$ cat src/rtl/seq_cpu_pkg.sv
// seq_cpu_pkg: opcodes, FSM states and the width-generic ALU
// shared by the multi-cycle datapath core.
package seq_cpu_pkg;

  localparam int MAXW = 64;

  typedef enum logic [2:0] {
    OP_ADD, OP_SUB, OP_AND, OP_OR,
    OP_XOR, OP_NOT, OP_SHL, OP_SHR
  } op_e;

  typedef enum logic [1:0] {
    IDLE, EXEC, WB
  } state_e;

  // Returns {carry, result}; operands must be zero-extended from w bits.
  function automatic logic [MAXW:0] alu_eval(
    input op_e              op,
    input logic [MAXW-1:0]  a,
    input logic [MAXW-1:0]  b,
    input int               w
  );
    logic [MAXW:0] ea;
    logic [MAXW:0] eb;
    logic [MAXW:0] s;
    logic [MAXW:0] m;
    logic          c;
    ea = {1'b0, a};
    eb = {1'b0, b};
    m  = {1'b0, {MAXW{1'b1}}} >> (MAXW - w);
    c  = 1'b0;
    s  = '0;
    unique case (op)
      OP_ADD: begin
        s = ea + eb;
        c = s[w];
      end
      OP_SUB: begin
        s = ea - eb;
        c = (a < b);
      end
      OP_AND: s = ea & eb;
      OP_OR:  s = ea | eb;
      OP_XOR: s = ea ^ eb;
      OP_NOT: s = ~ea;
      OP_SHL: begin
        s = ea << 1;
        c = a[w-1];
      end
      OP_SHR: begin
        s = ea >> 1;
        c = a[0];
      end
    endcase
    s = s & m;
    return {c, s[MAXW-1:0]};
  endfunction

endpackage

$ cat src/rtl/cpu_regfile.sv
// cpu_regfile: NREGS x WIDTH register file, two async read
// ports, one sync write port, synchronous active-low clear.
module cpu_regfile
  import seq_cpu_pkg::*;
#(
  parameter  int WIDTH = 8,
  parameter  int NREGS = 4,
  localparam int AW    = $clog2(NREGS)
) (
  input  logic             clk,
  input  logic             rst_n,
  input  logic [AW-1:0]    addr_a,
  input  logic [AW-1:0]    addr_b,
  output logic [WIDTH-1:0] data_a,
  output logic [WIDTH-1:0] data_b,
  input  logic             wr_en,
  input  logic [AW-1:0]    wr_addr,
  input  logic [WIDTH-1:0] wr_data
);

  logic [WIDTH-1:0] mem [NREGS];

  assign data_a = mem[addr_a];
  assign data_b = mem[addr_b];

  always_ff @(posedge clk) begin
    if (!rst_n) begin
      for (int i = 0; i < NREGS; i++) begin
        mem[i] <= '0;
      end
    end else if (wr_en) begin
      mem[wr_addr] <= wr_data;
    end
  end

endmodule

$ cat src/rtl/seq_cpu_core.sv
// seq_cpu_core: multi-cycle IDLE/EXEC/WB datapath core with
// register file, eight-op ALU and zero/carry flags.
module seq_cpu_core
  import seq_cpu_pkg::*;
#(
  parameter  int WIDTH   = 8,
  parameter  int NREGS   = 4,
  localparam int AW      = $clog2(NREGS),
  localparam int INSTR_W = 4 + 2 * AW + WIDTH
) (
  input  logic               clk,
  input  logic               rst_n,
  input  logic [INSTR_W-1:0] instr,
  input  logic               instr_valid,
  output logic               instr_ready,
  output logic [WIDTH-1:0]   result,
  output logic               result_valid,
  output logic               flag_z,
  output logic               flag_c,
  output logic               busy
);

  state_e           state;
  op_e              op_q;
  logic             imm_q;
  logic [AW-1:0]    rd_q;
  logic [AW-1:0]    ra_q;
  logic [WIDTH-1:0] b_q;
  logic [WIDTH-1:0] alu_res;
  logic             alu_c;

  logic [WIDTH-1:0] data_a;
  logic [WIDTH-1:0] data_b;
  logic [WIDTH-1:0] opnd_b;
  logic [MAXW:0]    alu_out;
  logic             unused_alu;

  assign instr_ready = rst_n && (state == IDLE);
  assign busy        = (state != IDLE);

  // Register mode uses only the low AW bits of b as index.
  assign opnd_b  = imm_q ? b_q : data_b;
  assign alu_out = alu_eval(op_q, MAXW'(data_a),
                            MAXW'(opnd_b), WIDTH);
  assign unused_alu = ^alu_out[MAXW-1:WIDTH];

  cpu_regfile #(
    .WIDTH (WIDTH),
    .NREGS (NREGS)
  ) u_regfile (
    .clk     (clk),
    .rst_n   (rst_n),
    .addr_a  (ra_q),
    .addr_b  (b_q[AW-1:0]),
    .data_a  (data_a),
    .data_b  (data_b),
    .wr_en   (state == WB),
    .wr_addr (rd_q),
    .wr_data (alu_res)
  );

  always_ff @(posedge clk) begin
    if (!rst_n) begin
      state        <= IDLE;
      op_q         <= OP_ADD;
      imm_q        <= 1'b0;
      rd_q         <= '0;
      ra_q         <= '0;
      b_q          <= '0;
      alu_res      <= '0;
      alu_c        <= 1'b0;
      result       <= '0;
      result_valid <= 1'b0;
      flag_z       <= 1'b0;
      flag_c       <= 1'b0;
    end else begin
      result_valid <= 1'b0;
      unique case (state)
        IDLE: begin
          if (instr_valid) begin
            op_q  <= op_e'(instr[INSTR_W-1 -: 3]);
            imm_q <= instr[INSTR_W-4];
            rd_q  <= instr[WIDTH+2*AW-1 -: AW];
            ra_q  <= instr[WIDTH+AW-1 -: AW];
            b_q   <= instr[WIDTH-1:0];
            state <= EXEC;
          end
        end
        EXEC: begin
          alu_res <= alu_out[WIDTH-1:0];
          alu_c   <= alu_out[MAXW];
          state   <= WB;
        end
        WB: begin
          result       <= alu_res;
          flag_z       <= (alu_res == '0);
          flag_c       <= alu_c;
          result_valid <= 1'b1;
          state        <= IDLE;
        end
        default: state <= IDLE;
      endcase
    end
  end

endmodule
$ cat config.mk
export PLATFORM = sky130hd
export DESIGN_NAME = seq_cpu_core
export DESIGN_NICKNAME = d
export VERILOG_FILES = /design/src/rtl/seq_cpu_pkg.sv /design/src/rtl/cpu_regfile.sv /design/src/rtl/seq_cpu_core.sv
export SDC_FILE = /design/constraint.sdc
export NUM_CORES = 1
export LEC_CHECK = 0
export ABC_AREA = 1
export CAP_MARGIN = 5
export CORE_ASPECT_RATIO = 1.75
export CORE_MARGIN = 2
export CORE_UTILIZATION = 25
export CTS_BUF_LIST = sky130_fd_sc_hd__clkbuf_4 sky130_fd_sc_hd__clkbuf_8
export CTS_CLUSTER_DIAMETER = 80
export DETAILED_ROUTE_END_ITERATION = 6
export PLACE_DENSITY = 0.44
export SYNTH_ARGS = -nofsm -noshare
export SYNTH_HDL_FRONTEND = slang
export SYNTH_SLANG_ARGS = --single-unit
$ cat constraint.sdc
create_clock -name clk -period 3.4 [get_ports clk]
set_clock_uncertainty 0.05 [all_clocks]
set_input_delay 1.02 -clock clk [delete_from_list [all_inputs] [get_ports clk]]
set_output_delay 1.02 -clock clk [all_outputs]
set_load 0.005 [all_outputs]
# Word-level counts from Yosys, hierarchy flattened
# Memory sizes are Yosys's and may differ from the RTL's. A register that Yosys moved wholly into a read port is not among the register bits.
# Cells that the tools add are included.
dict set report classes {
  n_addsub 2
  bitwise 4
  reduce_logical 7
  n_lt_le_gt_ge 1
  muxes 16
  eq_ne 10
}
# operator n
set ops {}
lappend ops {{case mux 8 bit (8 select lines)} 1}
lappend ops {{two-way mux 8 bit} 2}
lappend ops {{equality test 3 bit, second input constant} 4}
lappend ops {{two-way mux 2 bit} 6}
lappend ops {{adder 8 x 8 -> 9 bit} 1}
lappend ops {{AND 8 bit} 1}
lappend ops {{zero test 8 bit} 1}
lappend ops {{less-than comparator 8 bit} 1}
lappend ops {{inverter 8 bit} 1}
lappend ops {{bitwise OR 8 bit} 1}
lappend ops {{OR reduction 8 bit} 1}
lappend ops {{subtractor 8 bit} 1}
lappend ops {{XOR 8 bit} 1}
lappend ops {{equality test 3 x 2 -> 1 bit, second input constant} 2}
lappend ops {{two-way mux 1 bit} 5}
lappend ops {{case mux 1 bit (4 select lines)} 1}
lappend ops {{case mux 2 bit (2 select lines)} 1}
lappend ops {{equality test 3 x 1 -> 1 bit, second input constant} 1}
lappend ops {{zero test 3 bit} 1}
lappend ops {{equality test 2 x 1 -> 1 bit, second input constant} 1}
lappend ops {{equality test 2 bit, second input constant} 1}
lappend ops {{zero test 2 bit} 1}
lappend ops {{!= test 2 bit, second input constant} 1}
lappend ops {{AND reduction 2 bit} 1}
lappend ops {{other kinds (2)} 2}
dict set report word_totals {
  mem_count 1
  mem_bits_rw 32
  register_bits 38
}
# memory depth word_bits rd rd_ports_with_merged_regs write_ports line_no
set mem_list {}
lappend mem_list {u_regfile.mem 4 8 2 2 4 cpu_regfile.sv:21} ;# logic [WIDTH-1:0] mem [NREGS];

# Depth between registers and ports, before layout
# Gate-level depths: netlist (run 1).
dict set report depth {
  word_depth 6
  depth_mapped 20
  ltp_nobuf 17
}

# Modules after synthesis
# A second synthesis (run 1) with hierarchy kept.
dict set report unflattened {
  cells_unflattened 657
  area_unflattened_um2 4584.4
}
# mod cells_per_inst n_inst area_each_um2 seq_area_each_um2
set modules_own_cells {}
lappend modules_own_cells {seq_cpu_core 417 1 2703.8 760.7}
lappend modules_own_cells {cpu_regfile 240 1 1880.6 960.9}

# Worst setup path after synthesis (run 1)
# OpenSTA, ideal clock, no wires.
dict set report synth_path {
  path_kind {register to register}
  start {register (tool-made name)}
  end {register alu_res[3]}
  synth_period_minus_slack_ps 2677
  arrival_time_ps 2510
  path_stages_with_launch 18
  slack_ps 723
  cell_sequence {dfxtp_1 -> buf_2 -> clkbuf_1 -> nor2_1 -> o32ai_1 -> nand2_1 -> o21ai_0 -> inv_1 -> ha_1 -> inv_1 -> nand2_1 -> nand2_1 -> and2_1 -> or2_2 -> nand3_1 -> nand3b_1 -> nor2_1 -> nor2_1}
}
# item line_no
set synth_lines {}
lappend synth_lines {{end signal, assigned} seq_cpu_core.sv:90} ;# alu_res <= alu_out[WIDTH-1:0];
lappend synth_lines {{end, declared} seq_cpu_core.sv:29} ;# logic [WIDTH-1:0] alu_res;

# Final worst setup path (run 1)
dict set report layout_path {
  start {input rst_n}
  end {output instr_ready}
}
dict set report layout_via {
  elab_chain_len 1
}
# item line_no
set layout_rtl {}
lappend layout_rtl {{start, declared} seq_cpu_core.sv:12} ;# input logic rst_n,
lappend layout_rtl {{logical AND 1 bit} seq_cpu_core.sv:38} ;# assign instr_ready = rst_n && (state == IDLE);
lappend layout_rtl {{end, declared} seq_cpu_core.sv:15} ;# output logic instr_ready,
# Every way passes these cells.

==> results of run 1 <==
## critical path, cell delays in order
cell             delay [ps]
clkdlybuf4s50_1         490
inv_2                    60
nor2_1                  110
clkdlybuf4s50_1         510
## where the power goes
group          switching (W)  internal [W]  total [W]
registers          0.0000385      0.000971    0.00101
logic               0.000478      0.000269   0.000747
clock network       0.000358      0.000282   0.000640
## layout make-up
class,instances,area [sq um]
Fill cell,1927,12610
Clock inverter,6,46.29
Timing Repair Buffer,50,452.9
Tap cell,234,292.8
Sequential cell,74,1803
Multi-Input combinational cell,454,2333
Clock buffer,10,131.4
Inverter,79,301.5
## stage by stage
stage	hold slack [ps]	setup slack (ps)	power (W)
after floorplan	369.1	723.3	0.001529
after global placement	401.2	128.2	0.001777
after detailed placement	390.8	115.1	0.001779
after CTS	414.2	113.7	0.002419
after global routing	436.3	42.46	0.002549
final	410.7	131.3	0.002396
## sequential cells by signal, indices dropped and copies added, names as in the netlist, named ones only
signal and count:
alu_c 1, alu_res 8, b_q 8, flag_c 1, flag_z 1, imm_q 1, op_q 3, ra_q 2
rd_q 2, result 8, result_valid 1, state 2, u_regfile.mem 32
## logic make-up (layout without fill, tap and decap cells)
kind of cell,count (synthesis),after routing,share of synthesized area [%]
AOI/OAI and AO/OA,93,93,11.88
xor gates and xnor gates,1,1,0.1912
adders and majority gates,27,27,7.701
buffers and inverters,105,145,9.749
DFF,74,74,39.32
and+or+nand+nor,333,333,31.16
## cell usage in the layout, fill, tap and decap left out, types with 9 or more instances in the layout
cell | netlist | routed
nand2_1 | 135 | 135
buf_4 | 5 | 19
clkbuf_8 | 0 | 9
nor2_1 | 117 | 117
dfxtp_1 | 42 | 41
o21ai_0 | 46 | 45
edfxtp_1 | 32 | 32
inv_1 | 71 | 71
nand3_1 | 51 | 51
a21oi_1 | 23 | 23
ha_1 | 25 | 25
clkdlybuf4s50_1 | 0 | 31
## worst paths after layout
check	start	endpoint	slack, ps	cells after the start
setup / recovery	rst_n	instr_ready	130	4
hold / removal	alu_c	flag_c	410	2
setup reg to reg	flip-flop	alu_c	310	17
hold reg to reg	alu_c	flag_c	410	2
## per-layer routing
metal  global-route usage [%]  vias up
li1                         -     2112
met1                    14.69     1966
met2                    31.54       62
met3                    1.279       14
met4                    4.632        0
met5                        0        -
==> metrics.txt, run 1 <==
run status complete, no violations; post-route ant nets 0; Final period util 96.14%; cts hold-fix bufs 0; Ys Warns 0; number of synthesized register bits between 70 and 80; most common cell in the netlist nand2_1; CP Data Required Time 2330 ps; Starting Density 25.49%; die width ~110 microns; Period minus WS final around 3300 ps; final setup violation count 0; cell taking the most area after synthesis edfxtp_1; most instantiated cells after synthesis nand2_1 (135), nor2_1 (117), inv_1 (71); Fmax a little over 300 MHz; DP Cell Count ~890; Detail Placement HPWL 11430 microns; initial antenna violation count 0; Finished Cell Area 5361 sq um; vias post-DR 4154; Synth Net Count 679; Slew Viols, Final 0; Synth Cell Area between 4000 and 5000 sq um; GPL Wtd Cong 0.8738; row cnt 65; pin count of the biggest net entering global routing 35; Worst-Margin Slew 779.4 ps; first-pass GRT wire length 22250 microns; H-Tree Level Count 3; DR pass1 iterations 5; Unique masters post-synth 41; Pwr per Cell Area 446.9 nW/um^2; setup_tns 0 ps; crit path max fanout 2; Startpoint Class primary input; GRT Total Usage around 15%; cts repair resizes 0; P_leak 2.294 nW; Routed WL per cell 15.49 microns; area of the die 19470 sq um; area grow syn2layout 17.01%; Root Driver clkbuf_8; I/O Pins 32; Avg Synthesized Cell Area approximately 7.2 sq um; critical path capture point type output port; Clk pin slew, worst setup/hold paths 80 ps; Port Buffer Count 31; number of enable flip-flop cells after synthesis 32; nets 714; Seq/Total Area, Yosys roughly two fifths; total CTS buffers 9; initial DRC count 137; drt via density 4.580; Syn Inst Count 633; relative slew slack a little under half; DRC viols 0; RSZ-0062 raised after global routing false; top sig layer met4; top_reg_cell synth dfxtp_1; Layout Utilization 29.83%; top cells by area, synth edfxtp_1 (21%), dfxtp_1 (18%), nand2_1 (11%); vias in the first global route 4152; met3 wire len 225 microns; Crit Path Category primary input to output port; ant diodes 0; Max Cap Viol 0; Placement Cell Area 5182 sq um; Non-Filler Instances 907; total clock sinks 74; Synth top area share 20.97%; fraction of layout cells with a size suffix above 1 9.658%; WL met1 5218 microns; Clock Latency Late Sink 360 ps; setup bufs post-CTS 0; CTS tree done; Routed WL between 10000 and 15000 microns; GRT Residual Overflow 0; Worst EP arrival 2200 ps; die height 183.1 microns; wire length on met2 8375 microns; Core ar. 17970 sq um; Worst Hold Class flip-flop to flip-flop; fraction of registers with async set/reset 0%; Fin. Hold Viols 0; Max IR drop VDD 0.0002825 V; clock buffer depth 2
Note: power is estimated with default switching activity, not from simulation.
==> run 2: changes to the inputs <==
Settings changed: GPL_ROUTABILITY_DRIVEN set to 0.
==> metrics.txt, run 2 (synthesis gave the netlist of run 1 again) <==
Final period util 95.98% (-0.16 points); ant diodes 0 (unchanged); Worst-Margin Slew 786.5 ps (+7.134 ps); nets 707 (-0.98%); initial DRC count 157 (+15%); Max IR drop VDD 0.0002428 V (-14%); relative slew slack 47.44% (-0.48 points); GRT Total Usage 14.92% (-0.015 points); first-pass GRT wire length 22330 microns (+0.34%); die width 106.3 microns (unchanged); most common cell after layout, fill and taps aside nand2_1; Starting Density 25.49% (unchanged); Startpoint Class primary input; row cnt 65 (unchanged); CP Data Required Time 2330 ps (about the same); setup_tns 0 ps (unchanged); DRC viols 0 (unchanged); cts hold-fix bufs 0 (unchanged); Reg2Reg Setup Slack 350 ps (+40 ps); Core ar. 17970 sq um (unchanged); Clock Latency Late Sink 350 ps (about the same); Detail Placement HPWL 11270 microns (-1.3%); clock buffer depth 2 (unchanged); Fillers 1947 (+1.0%); Worst R2R End alu_c; Worst EP arrival 2190 ps (about the same); Pwr per Cell Area 443.1 nW/um^2 (-0.85%); final hold slack 410.3 ps (-0.4020 ps); Hold Path Sink flag_c; pin count of the biggest net entering global routing 35 (unchanged); Routed WL 13950 microns (-0.75%); initial antenna violation count 0 (unchanged); min-delay src alu_c; Max Cap Viol 0 (unchanged); Overall Power 0.002357 W (-1.6%); Worst Hold Class flip-flop to flip-flop; Fmax 306.4 MHz (+0.17%); I/O Pins 32 (unchanged); die height 183.1 microns (unchanged); Port Buffer Count 31 (unchanged); setup bufs post-CTS 0 (unchanged); Slew Viols, Final 0 (unchanged); GRT Residual Overflow 0 (unchanged); Period minus WS final 3263 ps (-5.436 ps); RSZ-0062 raised after global routing false; Post-Place Setup Slack 126.3 ps (+11.21 ps); Crit Path Category primary input to output port; crit path max fanout 2 (unchanged); total clock sinks 74 (unchanged); CTS tree done; Root Driver clkbuf_8; DR pass1 iterations 4 (-1); H-Tree Level Count 3 (unchanged); drt via density 4.630 (+1.1%); Top reg by flops u_regfile.mem; P_leak 2.266 nW (-1.2%); area grow syn2layout 16.08%; hold depth 2 (unchanged); critical path capture point type output port; Clk pin slew, worst setup/hold paths 80 ps (about the same); Routed WL per cell 15.50 microns (about the same); post-route ant nets 0 (unchanged); total CTS buffers 9 (unchanged); run status complete, no violations; fraction of layout cells with a size suffix above 1 8.559% (-1.1 points); vias post-DR 4167 (+0.31%); worst reg-to-reg path cell count 15 (-2); most frequent cells in the layout nand2_1 (135), nor2_1 (117), inv_1 (71); Non-Filler Instances 900 (-0.77%); cts repair resizes 0 (unchanged); Fin. Hold Viols 0 (unchanged); final setup violation count 0 (unchanged); final worst slack 136.8 ps (+5.436 ps); DP Cell Count 884 (-0.79%); max FFs per register 32 (unchanged); area of the die 19470 sq um (unchanged); vias in the first global route 4295 (+3.4%)
## run 2: cell count changes in the layout (fill, tap and decap cells not counted), sizes merged
cell / change
buf: -7
clkbuf: +1
clkinv: +4
inv: -5
## run 2: worst max-delay path, stage by stage
cell and delay [ps]:
clkdlybuf4s50_1 490, inv_2 70, nor2_1 110, clkdlybuf4s50_1 510
## run 2: metrics by stage
step | util (%) | area [sq um]
finish | 29.59 | 5319
global route | 29.59 | 5319
global placement | 28.61 | 5142
detailed placement | 28.61 | 5142
CTS | 29.59 | 5319
floorplan | - | 4582
## run 2: layer usage
layer | routed length [microns] | vias to the layer above | track usage (%)
li1 | - | 2101 | -
met1 | 5004 | 1915 | 14.36
met2 | 7792 | 109 | 28.79
met3 | 321 | 42 | 1.706
met4 | 828 | 0 | 10.32
met5 | 0 | - | 0
## run 2: cell type report
class	instances	area (sq um)	area share (%)
Clock buffer	11	145.1	2.729
Clock inverter	5	31.28	0.5881
Inverter	79	301.5	5.669
Multi-Input combinational cell	454	2333	43.87
Sequential cell	74	1802	33.87
Tap cell	234	292.8	5.505
Timing Repair Buffer	43	412.9	7.763
## run 2: how the worst max path moves through the flow
stage,startpoint,endpoint,slack [ps],cells after the start
2_1_floorplan,flip-flop,alu_res[3],720,17
3_3_place_gp,rst_n,instr_ready,130,4
3_5_place_dp,rst_n,instr_ready,130,4
4_1_cts,rst_n,instr_ready,120,4
5_1_grt,flip-flop,alu_c,9,15
6_report,rst_n,instr_ready,140,4
## run 2: report_power, final
part | leakage (nW) | switching, W | internal [W]
Clock | 0.0925 | 0.000331 | 0.000290
Combinational | 1.50 | 0.000475 | 0.000251
Sequential | 0.675 | 0.0000386 | 0.000971
Total | 2.27 | 0.000845 | 0.00151
